**config.mk**
```make
export PLATFORM = sky130hd
export DESIGN_NAME = mc_controller
export DESIGN_NICKNAME = d
export VERILOG_FILES = /design/src/rtl/mc_controller.sv
export SDC_FILE = /design/constraint.sdc
export NUM_CORES = 1
export LEC_CHECK = 0
export BUFFER_PORTS_ARGS = -buffer_cell sky130_fd_sc_hd__buf_2
export CAP_MARGIN = 20
export CORE_MARGIN = 5
export CORE_UTILIZATION = 41
export CTS_BUF_LIST = sky130_fd_sc_hd__clkbuf_4 sky130_fd_sc_hd__clkbuf_8
export CTS_CLUSTER_DIAMETER = 50
export CTS_CLUSTER_SIZE = 12
export DETAILED_ROUTE_END_ITERATION = 12
export HOLD_SLACK_MARGIN = 0.02
export PLACE_DENSITY = 0.78
export SYNTH_ARGS = -nofsm -noshare
export SYNTH_HDL_FRONTEND = slang
export SYNTH_SLANG_ARGS = --single-unit
```
**constraint.sdc**
```tcl
create_clock -name clk -period 1.6 [get_ports clk]
set_input_delay 0.16 -clock clk [delete_from_list [all_inputs] [get_ports clk]]
set_output_delay 0.16 -clock clk [all_outputs]
set_load 0.03 [all_outputs]
```
**src/rtl/mc_controller.sv**
```systemverilog
// Multicycle MIPS control unit: Moore FSM sequencing a shared-memory datapath.
// Optional BNE support is enabled by defining MC_BNE_EN.
module mc_controller (
    input  logic       clk,
    input  logic       reset,
    input  logic [5:0] op,
    input  logic [5:0] funct,
    input  logic       zero,
    input  logic       mem_ready,
    output logic       pcen,
    output logic       irwrite,
    output logic       memwrite,
    output logic       iord,
    output logic       regwrite,
    output logic       regdst,
    output logic       memtoreg,
    output logic       alusrca,
    output logic [1:0] alusrcb,
    output logic [1:0] immtype,
    output logic [1:0] pcsrc,
    output logic [3:0] alucontrol,
    output logic       illegal,
    output logic [3:0] state
);

    typedef enum logic [3:0] {
        S_FETCH   = 4'd0,
        S_DECODE  = 4'd1,
        S_MEMADR  = 4'd2,
        S_MEMRD   = 4'd3,
        S_MEMWB   = 4'd4,
        S_MEMWR   = 4'd5,
        S_EXECUTE = 4'd6,
        S_ALUWB   = 4'd7,
        S_BRANCH  = 4'd8,
        S_IEXEC   = 4'd9,
        S_IWB     = 4'd10,
        S_JUMP    = 4'd11
    } state_t;

    localparam logic [5:0] OP_RTYPE = 6'b000000;
    localparam logic [5:0] OP_LW    = 6'b100011;
    localparam logic [5:0] OP_SW    = 6'b101011;
    localparam logic [5:0] OP_BEQ   = 6'b000100;
    localparam logic [5:0] OP_BNE   = 6'b000101;
    localparam logic [5:0] OP_ADDI  = 6'b001000;
    localparam logic [5:0] OP_ORI   = 6'b001101;
    localparam logic [5:0] OP_ANDI  = 6'b001100;
    localparam logic [5:0] OP_LUI   = 6'b001111;
    localparam logic [5:0] OP_J     = 6'b000010;

    localparam logic [3:0] ALU_ADD = 4'b0010;
    localparam logic [3:0] ALU_SUB = 4'b0110;
    localparam logic [3:0] ALU_AND = 4'b0000;
    localparam logic [3:0] ALU_OR  = 4'b0001;
    localparam logic [3:0] ALU_SLT = 4'b0111;
    localparam logic [3:0] ALU_NOR = 4'b1100;

    state_t     r_state;
    state_t     w_next;
    logic       w_funct_ok;
    logic [3:0] w_funct_alu;
    logic       w_pcwrite, w_branch, w_branch_ne;
    logic       w_irwrite, w_memwrite, w_regwrite, w_illegal;

    always_ff @(posedge clk or posedge reset) begin
        if (reset) r_state <= S_FETCH;
        else       r_state <= w_next;
    end

    always_comb begin
        w_funct_ok  = 1'b1;
        w_funct_alu = ALU_ADD;
        case (funct)
            6'b100000: w_funct_alu = ALU_ADD;
            6'b100010: w_funct_alu = ALU_SUB;
            6'b100100: w_funct_alu = ALU_AND;
            6'b100101: w_funct_alu = ALU_OR;
            6'b101010: w_funct_alu = ALU_SLT;
            6'b100111: w_funct_alu = ALU_NOR;
            default:   w_funct_ok  = 1'b0;
        endcase
    end

    always_comb begin
        w_next      = S_FETCH;
        w_pcwrite   = 1'b0;
        w_branch    = 1'b0;
        w_branch_ne = 1'b0;
        w_irwrite   = 1'b0;
        w_memwrite  = 1'b0;
        w_regwrite  = 1'b0;
        w_illegal   = 1'b0;
        iord        = 1'b0;
        regdst      = 1'b0;
        memtoreg    = 1'b0;
        alusrca     = 1'b0;
        alusrcb     = 2'b00;
        immtype     = 2'b00;
        pcsrc       = 2'b00;
        alucontrol  = ALU_ADD;
        case (r_state)
            S_FETCH: begin
                alusrcb   = 2'b01;
                w_irwrite = mem_ready;
                w_pcwrite = mem_ready;
                w_next    = mem_ready ? S_DECODE : S_FETCH;
            end
            S_DECODE: begin
                alusrcb = 2'b11;
                case (op)
                    OP_LW, OP_SW: w_next = S_MEMADR;
                    OP_RTYPE: begin
                        w_next    = w_funct_ok ? S_EXECUTE : S_FETCH;
                        w_illegal = ~w_funct_ok;
                    end
                    OP_BEQ: w_next = S_BRANCH;
`ifdef MC_BNE_EN
                    OP_BNE: w_next = S_BRANCH;
`endif
                    OP_ADDI, OP_ORI, OP_ANDI, OP_LUI: w_next = S_IEXEC;
                    OP_J: w_next = S_JUMP;
                    default: begin
                        w_next    = S_FETCH;
                        w_illegal = 1'b1;
                    end
                endcase
            end
            S_MEMADR: begin
                alusrca = 1'b1;
                alusrcb = 2'b10;
                w_next  = (op == OP_SW) ? S_MEMWR : S_MEMRD;
            end
            S_MEMRD: begin
                iord   = 1'b1;
                w_next = mem_ready ? S_MEMWB : S_MEMRD;
            end
            S_MEMWB: begin
                memtoreg   = 1'b1;
                w_regwrite = 1'b1;
            end
            S_MEMWR: begin
                iord       = 1'b1;
                w_memwrite = 1'b1;
                w_next     = mem_ready ? S_FETCH : S_MEMWR;
            end
            S_EXECUTE: begin
                alusrca    = 1'b1;
                alucontrol = w_funct_alu;
                w_next     = S_ALUWB;
            end
            S_ALUWB: begin
                regdst     = 1'b1;
                w_regwrite = 1'b1;
            end
            S_BRANCH: begin
                alusrca    = 1'b1;
                alucontrol = ALU_SUB;
                pcsrc      = 2'b01;
`ifdef MC_BNE_EN
                w_branch_ne = (op == OP_BNE);
                w_branch    = (op != OP_BNE);
`else
                w_branch    = 1'b1;
`endif
            end
            S_IEXEC: begin
                alusrca = 1'b1;
                alusrcb = 2'b10;
                w_next  = S_IWB;
                case (op)
                    OP_ORI:  begin immtype = 2'b01; alucontrol = ALU_OR;  end
                    OP_ANDI: begin immtype = 2'b01; alucontrol = ALU_AND; end
                    OP_LUI:  begin immtype = 2'b10; alucontrol = ALU_OR;  end
                    default: begin immtype = 2'b00; alucontrol = ALU_ADD; end
                endcase
            end
            S_IWB: w_regwrite = 1'b1;
            S_JUMP: begin
                pcsrc     = 2'b10;
                w_pcwrite = 1'b1;
            end
            default: w_next = S_FETCH;
        endcase
    end

    // Reset already forces FETCH, which would otherwise fetch while held in reset.
    assign irwrite  = w_irwrite  & ~reset;
    assign memwrite = w_memwrite & ~reset;
    assign regwrite = w_regwrite & ~reset;
    assign illegal  = w_illegal  & ~reset;
    assign pcen     = (w_pcwrite | (w_branch & zero) | (w_branch_ne & ~zero)) & ~reset;
    assign state    = r_state;

endmodule

```
Word-level counts from Yosys, hierarchy flattened
Index checks and enable logic that the tools add are counted. Widths: inputs -> output; s select.

Flip-flop bits (word level): 4. Logic and storage cells: 73.

Equal/unequal tests: 25. Bitwise logic cells: 9. Mux-type cells: 26. Reductions and logical operators: 12.

Operators by type and width (number): $eq 6x6->1 const B (8); $pmux 4 s5 (2); $pmux 4 s7 (1); $eq 6x4->1 const B (4); $eq 4x3->1 const B (4); $eq 4x4->1 const B (4); $mux 3 (4); $pmux 2 s2 (3); $pmux 4 s3 (1); $mux 1 (11); $reduce_or 2->1 (5); $eq 4x2->1 const B (2); $reduce_or 4->1 (2); $reduce_or 8->1 (1); $and 1x1->1 (6); $eq 6x2->1 const B (1); $eq 6x3->1 const B (1); $logic_not 6->1 (1); $pmux 2 s3 (1); $reduce_or 6->1 (1); $eq 4x1->1 const B (1); $logic_not 4->1 (1); $pmux 1 s2 (2); $reduce_or 3->1 (1); 3 further kinds (4).

Depth between registers and ports, before layout
Depth in word-level cells: 7. Depth in mapped cells: 5. Depth with buffers taken out: 4.

Worst setup path after synthesis
OpenSTA, ideal clock, no wires.

Path kind: reg2out. Start point: reg r_state[1] (netlist: state[1]). End point: out irwrite. Arrival time: 2.069 ns. Cell stages (with the launch flop): 4. Data required time: 1.440 ns. Path slack: -0.629 ns. Cell sequence: dfrtp_1 > clkbuf_1 > or2_2 > nor4bb_1.

Word-level cells in the longest chain between the ends: 3.

RTL lines: from (decl) (RTL line 59) `state_t r_state;`; from (signal assigned) (RTL line 68) `else r_state <= w_next;`; $logic_not 4->1 (RTL line 102) `case (r_state)`; $mux 1 (RTL line 102); $and 1x1->1 (RTL line 188) `assign irwrite = w_irwrite & ~reset;`; to (decl) (RTL line 11) `output logic irwrite,`.

No other way between the ends.

Worst setup path after layout
Start point: reg r_state[3] (netlist: state[3]). End point: out illegal.

Word-level cells in the longest chain between the ends: 3.

RTL lines: $eq 4x1->1 (RTL line 102); $mux 1 (RTL line 102); $and 1x1->1 (RTL line 191) `assign illegal = w_illegal & ~reset;`; to (decl) (RTL line 22) `output logic illegal,`.

No other way between the ends.

==> run summary <==
Status - complete, but fails checks
Failing checks - negative setup slack
Xor-xnor portion of the synthesized cell area - 1.268%
Remaining antenna violation count after routing - 0
Reg area - 105.1 µm²
Largest net degree at the start of global routing - 12
Max rail drop VDD - 1253 µV
Final Hold Slack - 0.4371 ns
Simple-gate share of the synthesized area - 47.28%
Max Cap Viol - 0
Min-Delay Endpoint - state[2]
Clock root buffer - clkbuf_4
Synth top area cells - dfrtp_1 (14%), nor2_1 (8.2%), nand2b_1 (5.4%)
Final Hold Fails - 0
Top Ports - 39
Synth cell types - 38
CP Data Arrival Time - 1.69 ns
Total clock buffers created by CTS - 3
Share of cells above drive strength 1 - 66.67%
Critical path class - reg -> out
CP Buf/Inv Count - 1
Residual DRC count - 0
First-pass GRT wire length - 4.774 mm
Synth Net Count - 119
Reg2Reg Depth - 6
Vias in the first global route - 1052
N_diodes - 0
Post-route clock period utilization - 115.4%
RSZ-0062 raised after global routing - yes
Filler cells - 49
GRT Total Usage - 23.59%
Post-Syn Area - 690.7 µm²
Area of the core - 0.001559 mm²
Syn Area/Cell - 6.705 µm²
DIE AREA - 0.002606 mm²
Fmax - 541.4 MHz
DRT iter0 DRCs - 40
Warnings from Yosys - 0
Initial Util - 44.30%
Chip width - 51.05 µm
Vias/cell - 6.385
Final setup fails - 17
Layout Nets - 189
Final Power - 1.708 mW
CTS tree - yes
CP max-delay cell - or4b_4
Critical-path cell list - or4b_4 > nor2_4 > o221ai_2 > nor2_2 > buf_6
Worst EP required - 1.44 ns
CP max stage delay - 0.55 ns
Synth Instances - 103
Max FFs per register - 4
Vias - 1194
Worst hold path cell count - 5
Fin cells - 187
Clock Latency Late Sink - 0.25 ns
Crit start category - flip-flop
Synth async-reset ratio - 100.0%
Final setup margin - -0.2470 ns
Max_slew headroom - 73.21%
HP Start - op[4]
Most frequent cells after synthesis - nor2_1 (15), nand2_1 (7), inv_1 (6), nand2b_1 (6)
Pwr dens - 1161 mW/mm²
Worst reg2reg endpoint - state[2]
Leakage - 0.7043 nW
Cells after DPL - 170
Initial antenna violation count - 0
EDFF count, synth - 0
IO buf count - 38
Multi-input logic area - 747.0 µm²
WL/cell - 19.68 µm
Drt total wl - 3.680 mm
Worst Clk Skew - 0.01257 ns
Main combinational cell family by area after synthesis - simple AND/OR/NAND/NOR gates
Compound-gate portion of the synthesized area - 26.27%
Cell family with the largest share of critical-path delay - simple AND/OR/NAND/NOR gates
Main flop type after synthesis - dfrtp_1
Final min period - 1.847 ns
Clock tree buffer depth - 2
Post-synth top area cell - dfrtp_1
Die height - 51.05 µm
#FFs+latches synth - 4
Mux cell area share after synthesis - 4.529%
R2R Path Start - state[3]
Worst hold path type - in -> reg
Worst-path clk slew - 0.05 ns
Crit end category - output port
Worst-margin pin slew - 0.4000 ns
Grt total ovfl - 0
H-tree levels - 1
Pre-CTS setup slack - -0.07885 ns
Post-synth top area share - 14.49%
Setup slack, reg-to-reg - -0.24 ns
1st-pass router iterations - 4
Fin area - 0.001470 mm²
Crit Path Max Fanout - 4
Placer Congestion - 0.8679
Num Clock Sinks - 4
FP Rows - 14
Fin. max-slew vios - 0
Adder-cell share of the synthesized area - 0%
DP HPWL - 2.095 mm
Area Growth Syn to Fin - 112.9%
Most numerous cell in the Yosys netlist - nor2_1
Seq/Total Area, Yosys - 14.49%
Placed inst area - 0.001091 mm²
[placed cells by master, fill, tap and decap left out, drive strengths merged, types with 3 or more instances in the layout]
master	instances
buf	69
nor2	15
nand2	7
inv	6
nand2b	6
a21oi	5
o21ai	5
dfrtp	4
nor3b	4
nor3	4
nand3	3
a31oi	3
clkbuf	3
or3	3
[cell families (layout without fill, tap and decap cells)]
family	count (synthesis)	count (layout)
buffers and inverters	11	79
DFF	4	4
AOI/OAI and AO/OA	26	26
and+or+nand+nor	58	58
muxes	3	3
xor gates and xnor gates	1	1
[metrics by stage]
step,util [%],setup TNS [ns]
final,94.30,-2.354
after detailed placement,69.98,-0.1355
after global routing,94.30,-3.550
after floorplan,-,-0.3549
after global placement,69.98,-0.01550
after CTS,83.39,-1.372
[cell type report]
type	instances	area share, %
clock buffers	3	1.532
flip-flops and latches	4	7.149
inverters	6	1.532
repair buffers	70	37.62
well taps	16	1.362
multi-input cells	88	50.81
[report_power, final]
| group | switching, mW | leakage [nW] | total [mW] | internal [mW] |
|---|---|---|---|---|
| sequential | 0.0437 | 0.0476 | 0.174 | 0.131 |
| clock | 0.0545 | 0.0138 | 0.139 | 0.0849 |
| combinational | 0.735 | 0.643 | 1.39 | 0.659 |
| total | 0.833 | 0.704 | 1.71 | 0.874 |
[tightest hold or removal path, cell delays in order]
cell     delay [ns]
buf_2          0.10
nor2_1         0.06
nand3_1        0.12
or3_4          0.15
o21ai_2        0.05
[worst max-delay path by stage]
stage / from / endpoint / slack, ns / cells after the start
after floorplan: state[1] / pcen / -0.12 / 5
after global placement: state[3] / illegal / -0.01 / 5
after detailed placement: state[1] / pcen / -0.08 / 6
after CTS: state[1] / illegal / -0.21 / 5
after global routing: state[3] / illegal / -0.33 / 5
final: state[3] / illegal / -0.25 / 5
[repair_timing]
| action | 4_1_cts | 5_1_grt |
|---|---|---|
| setup endpoints to repair | 14 | 17 |
| pin swaps | 8 | 7 |
| setup buffers | 6 | 9 |
| hold buffers | 1 | 0 |
| gates resized for setup | 40 | 29 |
| hold endpoints to repair | 4 | 0 |
[metal layers]
metal,part of all wire (%),vias up,track usage (%)
met1,38,562,27.11
li1,-,520,-
met5,0,-,0
met3,7.7,18,1.163
met4,4.0,0,8.520
met2,50,94,45.49
Power figures use the tool's default switching activity.
